`src/rtl/alu_share_if.sv`:
```
// alu_share_if: requester, ALU and status signals around the ALU share arbiter
// slave  : arbiter side (requests and alu_y in; ALU drive, result, done, busy out)
// master : environment side (requesters plus ALU result)
interface alu_share_if #(
  parameter int width = 4
);
  logic req0, req1;
  logic [width-1:0] a0, b0, a1, b1;
  logic [3:0] op0, op1;
  logic [width-1:0] alu_a, alu_b, alu_y, result;
  logic [3:0] alu_op;
  logic done0, done1, busy;
  modport slave (
    input req0, a0, b0, op0, req1, a1, b1, op1, alu_y,
    output alu_a, alu_b, alu_op, result, done0, done1, busy
  );
  modport master (
    output req0, a0, b0, op0, req1, a1, b1, op1, alu_y,
    input alu_a, alu_b, alu_op, result, done0, done1, busy
  );
endinterface

```
`src/rtl/alu_share_arbiter.sv`:
```
// alu_share_arbiter: round-robin sharing of one registered ALU between two requesters
// clk   : system clock, all state on rising edge
// reset : asynchronous active-high, clears all state
// bus   : slave modport; req0/a0/b0/op0 and req1/a1/b1/op1 in, alu_a/alu_b/alu_op out,
//         alu_y in, result/done0/done1/busy out
module alu_share_arbiter #(
  parameter int width = 4,
  parameter int LAT = 2
) (
  input logic clk,
  input logic reset,
  alu_share_if.slave bus
);
  localparam int CW = $clog2(LAT + 1);
  typedef enum logic [1:0] {IDLE, EXEC, DONE} state_t;
  state_t state_q;
  logic [width-1:0] alu_a_q, alu_b_q, result_q, a_d, b_d;
  logic [3:0] alu_op_q, op_d;
  logic [CW-1:0] cnt_q;
  logic owner_q, last_q, done0_q, done1_q, win_d;
  // a contested grant goes to the requester that did not win last time
  always_comb begin
    win_d = bus.req1 & (~bus.req0 | ~last_q);
    a_d = win_d ? bus.a1 : bus.a0;
    b_d = win_d ? bus.b1 : bus.b0;
    op_d = win_d ? bus.op1 : bus.op0;
  end
  always_ff @(posedge clk or posedge reset) begin
    if (reset) begin
      state_q <= IDLE;
      alu_a_q <= '0;
      alu_b_q <= '0;
      alu_op_q <= '0;
      result_q <= '0;
      cnt_q <= '0;
      owner_q <= 1'b0;
      last_q <= 1'b1;
      done0_q <= 1'b0;
      done1_q <= 1'b0;
    end else begin
      case (state_q)
        IDLE: if (bus.req0 | bus.req1) begin
          alu_a_q <= a_d;
          alu_b_q <= b_d;
          alu_op_q <= op_d;
          owner_q <= win_d;
          last_q <= win_d;
          cnt_q <= '0;
          state_q <= EXEC;
        end
        // operands stay put while cnt counts out the ALU pipeline
        EXEC: begin
          cnt_q <= cnt_q + CW'(1);
          if (cnt_q == CW'(LAT)) begin
            result_q <= bus.alu_y;
            done0_q <= ~owner_q;
            done1_q <= owner_q;
            state_q <= DONE;
          end
        end
        DONE: begin
          done0_q <= 1'b0;
          done1_q <= 1'b0;
          state_q <= IDLE;
        end
        default: state_q <= IDLE;
      endcase
    end
  end
  assign bus.alu_a = alu_a_q;
  assign bus.alu_b = alu_b_q;
  assign bus.alu_op = alu_op_q;
  assign bus.result = result_q;
  assign bus.done0 = done0_q;
  assign bus.done1 = done1_q;
  assign bus.busy = state_q != IDLE;
endmodule

```
`src/flat_wrapper.sv`:
```
// flat-port wrapper written by rule: the top's interface ports become plain ports
module alu_share_arbiter_flat 
#(
  parameter int width = 4,
  parameter int LAT = 2
)
  (clk, reset, bus_req0, bus_a0, bus_b0, bus_op0, bus_req1, bus_a1, bus_b1, bus_op1, bus_alu_y, bus_alu_a, bus_alu_b, bus_alu_op, bus_result, bus_done0, bus_done1, bus_busy);
  alu_share_if #(.width(width)) bus_i ();
  input logic clk;
  input logic reset;
  input wire logic [$bits(bus_i.req0)-1:0] bus_req0;
  input wire logic [$bits(bus_i.a0)-1:0] bus_a0;
  input wire logic [$bits(bus_i.b0)-1:0] bus_b0;
  input wire logic [$bits(bus_i.op0)-1:0] bus_op0;
  input wire logic [$bits(bus_i.req1)-1:0] bus_req1;
  input wire logic [$bits(bus_i.a1)-1:0] bus_a1;
  input wire logic [$bits(bus_i.b1)-1:0] bus_b1;
  input wire logic [$bits(bus_i.op1)-1:0] bus_op1;
  input wire logic [$bits(bus_i.alu_y)-1:0] bus_alu_y;
  output wire logic [$bits(bus_i.alu_a)-1:0] bus_alu_a;
  output wire logic [$bits(bus_i.alu_b)-1:0] bus_alu_b;
  output wire logic [$bits(bus_i.alu_op)-1:0] bus_alu_op;
  output wire logic [$bits(bus_i.result)-1:0] bus_result;
  output wire logic [$bits(bus_i.done0)-1:0] bus_done0;
  output wire logic [$bits(bus_i.done1)-1:0] bus_done1;
  output wire logic [$bits(bus_i.busy)-1:0] bus_busy;
  assign bus_i.req0 = bus_req0;
  assign bus_i.a0 = bus_a0;
  assign bus_i.b0 = bus_b0;
  assign bus_i.op0 = bus_op0;
  assign bus_i.req1 = bus_req1;
  assign bus_i.a1 = bus_a1;
  assign bus_i.b1 = bus_b1;
  assign bus_i.op1 = bus_op1;
  assign bus_i.alu_y = bus_alu_y;
  assign bus_alu_a = bus_i.alu_a;
  assign bus_alu_b = bus_i.alu_b;
  assign bus_alu_op = bus_i.alu_op;
  assign bus_result = bus_i.result;
  assign bus_done0 = bus_i.done0;
  assign bus_done1 = bus_i.done1;
  assign bus_busy = bus_i.busy;
  alu_share_arbiter #(.width(width), .LAT(LAT)) u_core (.clk(clk), .reset(reset), .bus(bus_i));
endmodule
```
`config.mk`:
```
export PLATFORM = sky130hd
export DESIGN_NAME = alu_share_arbiter_flat
export DESIGN_NICKNAME = d
export VERILOG_FILES = /design/src/rtl/alu_share_if.sv /design/src/rtl/alu_share_arbiter.sv /design/src/flat_wrapper.sv
export SDC_FILE = /design/constraint.sdc
export NUM_CORES = 1
export LEC_CHECK = 0
export BUFFER_PORTS_ARGS = -buffer_cell sky130_fd_sc_hd__buf_2
export CAP_MARGIN = 0
export CORE_MARGIN = 5
export CORE_UTILIZATION = 43
export CTS_BUF_LIST = sky130_fd_sc_hd__clkbuf_8
export DETAILED_ROUTE_END_ITERATION = 10
export HOLD_SLACK_MARGIN = 0.1
export PLACE_DENSITY = 0.85
export SLEW_MARGIN = 20
export SYNTH_ARGS = -nofsm -noshare
export SYNTH_HDL_FRONTEND = slang
export SYNTH_SLANG_ARGS = --single-unit
```
`constraint.sdc`:
```
create_clock -name clk -period 1.4 [get_ports clk]
set_input_delay 0.07 -clock clk [delete_from_list [all_inputs] [get_ports clk]]
set_output_delay 0.07 -clock clk [all_outputs]
set_load 0.02 [all_outputs]
```
==> impl_metrics.ini <==
[cts]
cts_sinks = 24
clkTransAtPathRegs_ns = 0.08
cts_root_buf = clkbuf_8
htreeDepth = 1
clockBufferDepth = 2
cts_buffers = 3
clkLatencyLatePin_ns = 0.26
cts_tree = built

[logic_synthesis]
syn_inst = 83
synthDistinctLibCells = 22
synth_seq_cells = 24
avgSynthCellArea_um2 = 13.96
syn-num-nets = 117
netlist_area_um2 = 1159
ys_warn_count = 0
ys_seq_area_share_pct = 51.94

[placement]
dp_cells = 166
place_ws_ns = -0.1564
routabilityCongestion = 0.6826
port_buffers = 50
dp_hpwl_um = 2002
place_area_um2 = 1464

[worst_setup_path]
crit_start = u_core.last_q$_DFFE_PP1P_
max_stage_delay_ns = 0.58
cp_data_arrival_time_ns = 1.67
r2r_setup_slack_ns = -0.12
crit_fanout = 7
worstPathRequired_ns = 1.55
start_kind = flip-flop
r2r-start = u_core.last_q$_DFFE_PP1P_
reg2regPathDepth = 3
cp-end-kind = flip-flop
crit_chain = a21bo_4 > mux2_4 > mux2_2
crit_type = reg2reg
reg2reg_to = u_core.bus.alu_op[2]$_DFFE_PP0P_
critPathSlowestCell = dfstp_2

[die]
die_w_um = 61.91
rows = 18
initial_core_util_pct = 45.93
fp.dieH_um = 61.91
dieArea_um2 = 3833
fp.coreArea_um2 = 2522
ioPinCount = 51

[run_status]
status = complete, but fails checks
violations = negative setup slack

[global_route]
grt_pass1_wl_um = 4733
grt_use_total_pct = 16.97
globalRoute.totalOverflow = 0
antenna_found_initial = 0
grt_max_degree = 18
grt_pass1_vias = 1011

[cells_and_area]
layout_common_cells = buf_2, dfrtp_1, mux2_4, mux2_2, dlygate4sd3_1
utilization_pct = 64.78
mostFrequentLayoutCell = buf_2
syn_to_final_growth_pct = 41.04
nets = 184
drive_gt1_share_pct = 63.76
fill_cells = 199
finalNonFillerCells = 179
diodes = 0
fin_area_um2 = 1634

[pwr]
p_leak_nw = 0.8529
p_per_area_nw_per_um2 = 2193
power_mw = 3.583
ir_worst_vdd_mv = 1.629

[routing]
vias = 932
wl_um = 3147
drt_pre_antenna_iters = 4
wl_per_cell_um = 17.58
drtIter0Drc = 20
ant_nets = 0
drcViolationCount = 0
via_per_inst = 5.207

[timing]
skew_ns = 0.002802
rsz0062_at_grt = yes
finalSetupViolCount = 12
fmax_mhz = 656.5
post-route-period-util_pct = 108.8
setup_slack_ns = -0.1233
max_slew_margin_pct = 47.85
drv_slew = 0
fin_crit_ns = 1.523
tightest_slew_ns = 0.7822
timing.final.hold_violations = 0

[hold_path]
hp-class = in2reg
min_to = u_core.bus.alu_a[2]$_DFFE_PP0P_
min-delay-start = bus_a0[2]
holdPathStages = 3

[run]
cap_violations = 0
[cell families after synthesis]
| kind of cell | Yosys count | share of synthesized area, % |
|---|---|---|
| AOI/OAI and AO/OA | 13 | 8.533 |
| adders and majority gates | 2 | 2.159 |
| buffers and inverters | 7 | 3.347 |
| DFF | 24 | 51.94 |
| muxes | 28 | 30.13 |
| and+or+nand+nor | 9 | 3.888 |
[critical path: cells and delay by family, from the launching register on]
family          cells  cell delay (ns)
compound gates      1             0.23
mux                 2             0.60
flops               1             0.58
[cell usage after synthesis]
cell        n  area (um^2)
mux2_2     19        214.0
nand3b_1    1        7.510
inv_1       5        18.77
o2bb2ai_1   1        8.760
buf_2       1        5.000
ha_1        2        25.02
a31o_2      1        8.760
nand2b_1    2        12.51
a21o_1      1        7.510
dfstp_2     1        26.28
a21oi_1     2        10.01
mux2_4      9        135.1
and2_1      1        6.260
o21ai_2     1        8.760
o21ai_0     3        15.01
buf_8       1        15.01
nand2_1     2        7.510
a22o_1      2        17.52
a21bo_4     1        16.27
a31oi_1     1        6.260
dfrtp_1    23        575.6
nor2_1      3        11.26
[layout make-up]
type                            instances  area (um^2)  area share, %
Clock buffer                            4        55.05          3.369
Inverter                                5        18.77          1.149
Multi-Input combinational cell         53        555.5          34.00
Sequential cell                        24        601.8          36.83
Tap cell                               30        37.54          2.297
Timing Repair Buffer                   63        365.4          22.36
[timing repair]
action,4_1_cts,5_1_grt
endpoints found under the hold margin,28,0
setup endpoints to repair,12,16
resized for setup,0,8
buffers inserted,0,1
pin swaps,1,3
hold buffers,7,0
gates cloned,1,0
[how the worst max path moves through the flow]
| stage | depth (start not counted) | slack [ns] | end |
|---|---|---|---|
| 6_report | 3 | -0.12 | u_core.bus.alu_op[2]$_DFFE_PP0P_ |
| 3_5_place_dp | 3 | -0.16 | u_core.bus.alu_b[2]$_DFFE_PP0P_ |
| 4_1_cts | 3 | -0.12 | u_core.bus.alu_a[0]$_DFFE_PP0P_ |
| 5_1_grt | 3 | -0.15 | u_core.bus.alu_op[2]$_DFFE_PP0P_ |
| 2_1_floorplan | 4 | -0.07 | u_core.bus.alu_a[0]$_DFFE_PP0P_ |
| 3_3_place_gp | 3 | -0.11 | u_core.bus.alu_b[0]$_DFFE_PP0P_ |
[registers in the layout (all words and copies together), names as in the netlist]
| register | cells |
|---|---|
| u_core.bus.alu_a | 4 |
| u_core.bus.alu_b | 4 |
| u_core.bus.alu_op | 4 |
| u_core.bus.done0 | 1 |
| u_core.bus.done1 | 1 |
| u_core.bus.result | 4 |
| u_core.cnt_q | 2 |
| u_core.last_q | 1 |
| u_core.owner_q | 1 |
| u_core.state_q | 2 |
[routing by layer]
metal | up-vias | GRT usage (%) | share of wire (%)
met5 | - | 0 | 0
met4 | 0 | 7.879 | 1.3
met3 | 6 | 3.719 | 6.5
met2 | 39 | 30.94 | 56
met1 | 461 | 18.61 | 36
li1 | 426 | - | -
[power by group]
group | internal [mW] | switching, mW | total [mW]
Sequential | 1.05 | 0.216 | 1.27
Combinational | 0.875 | 0.980 | 1.86
Clock | 0.251 | 0.206 | 0.456
[through the flow]
step                      hold WS [ns]  setup TNS, ns
after floorplan                0.08388        -0.6727
after global placement         0.01495        -0.9537
after detailed placement       0.02217         -1.443
after CTS                       0.1584         -1.308
after global routing            0.1649         -1.383
final                           0.1609         -1.037
Note: power is estimated with default switching activity, not from simulation.
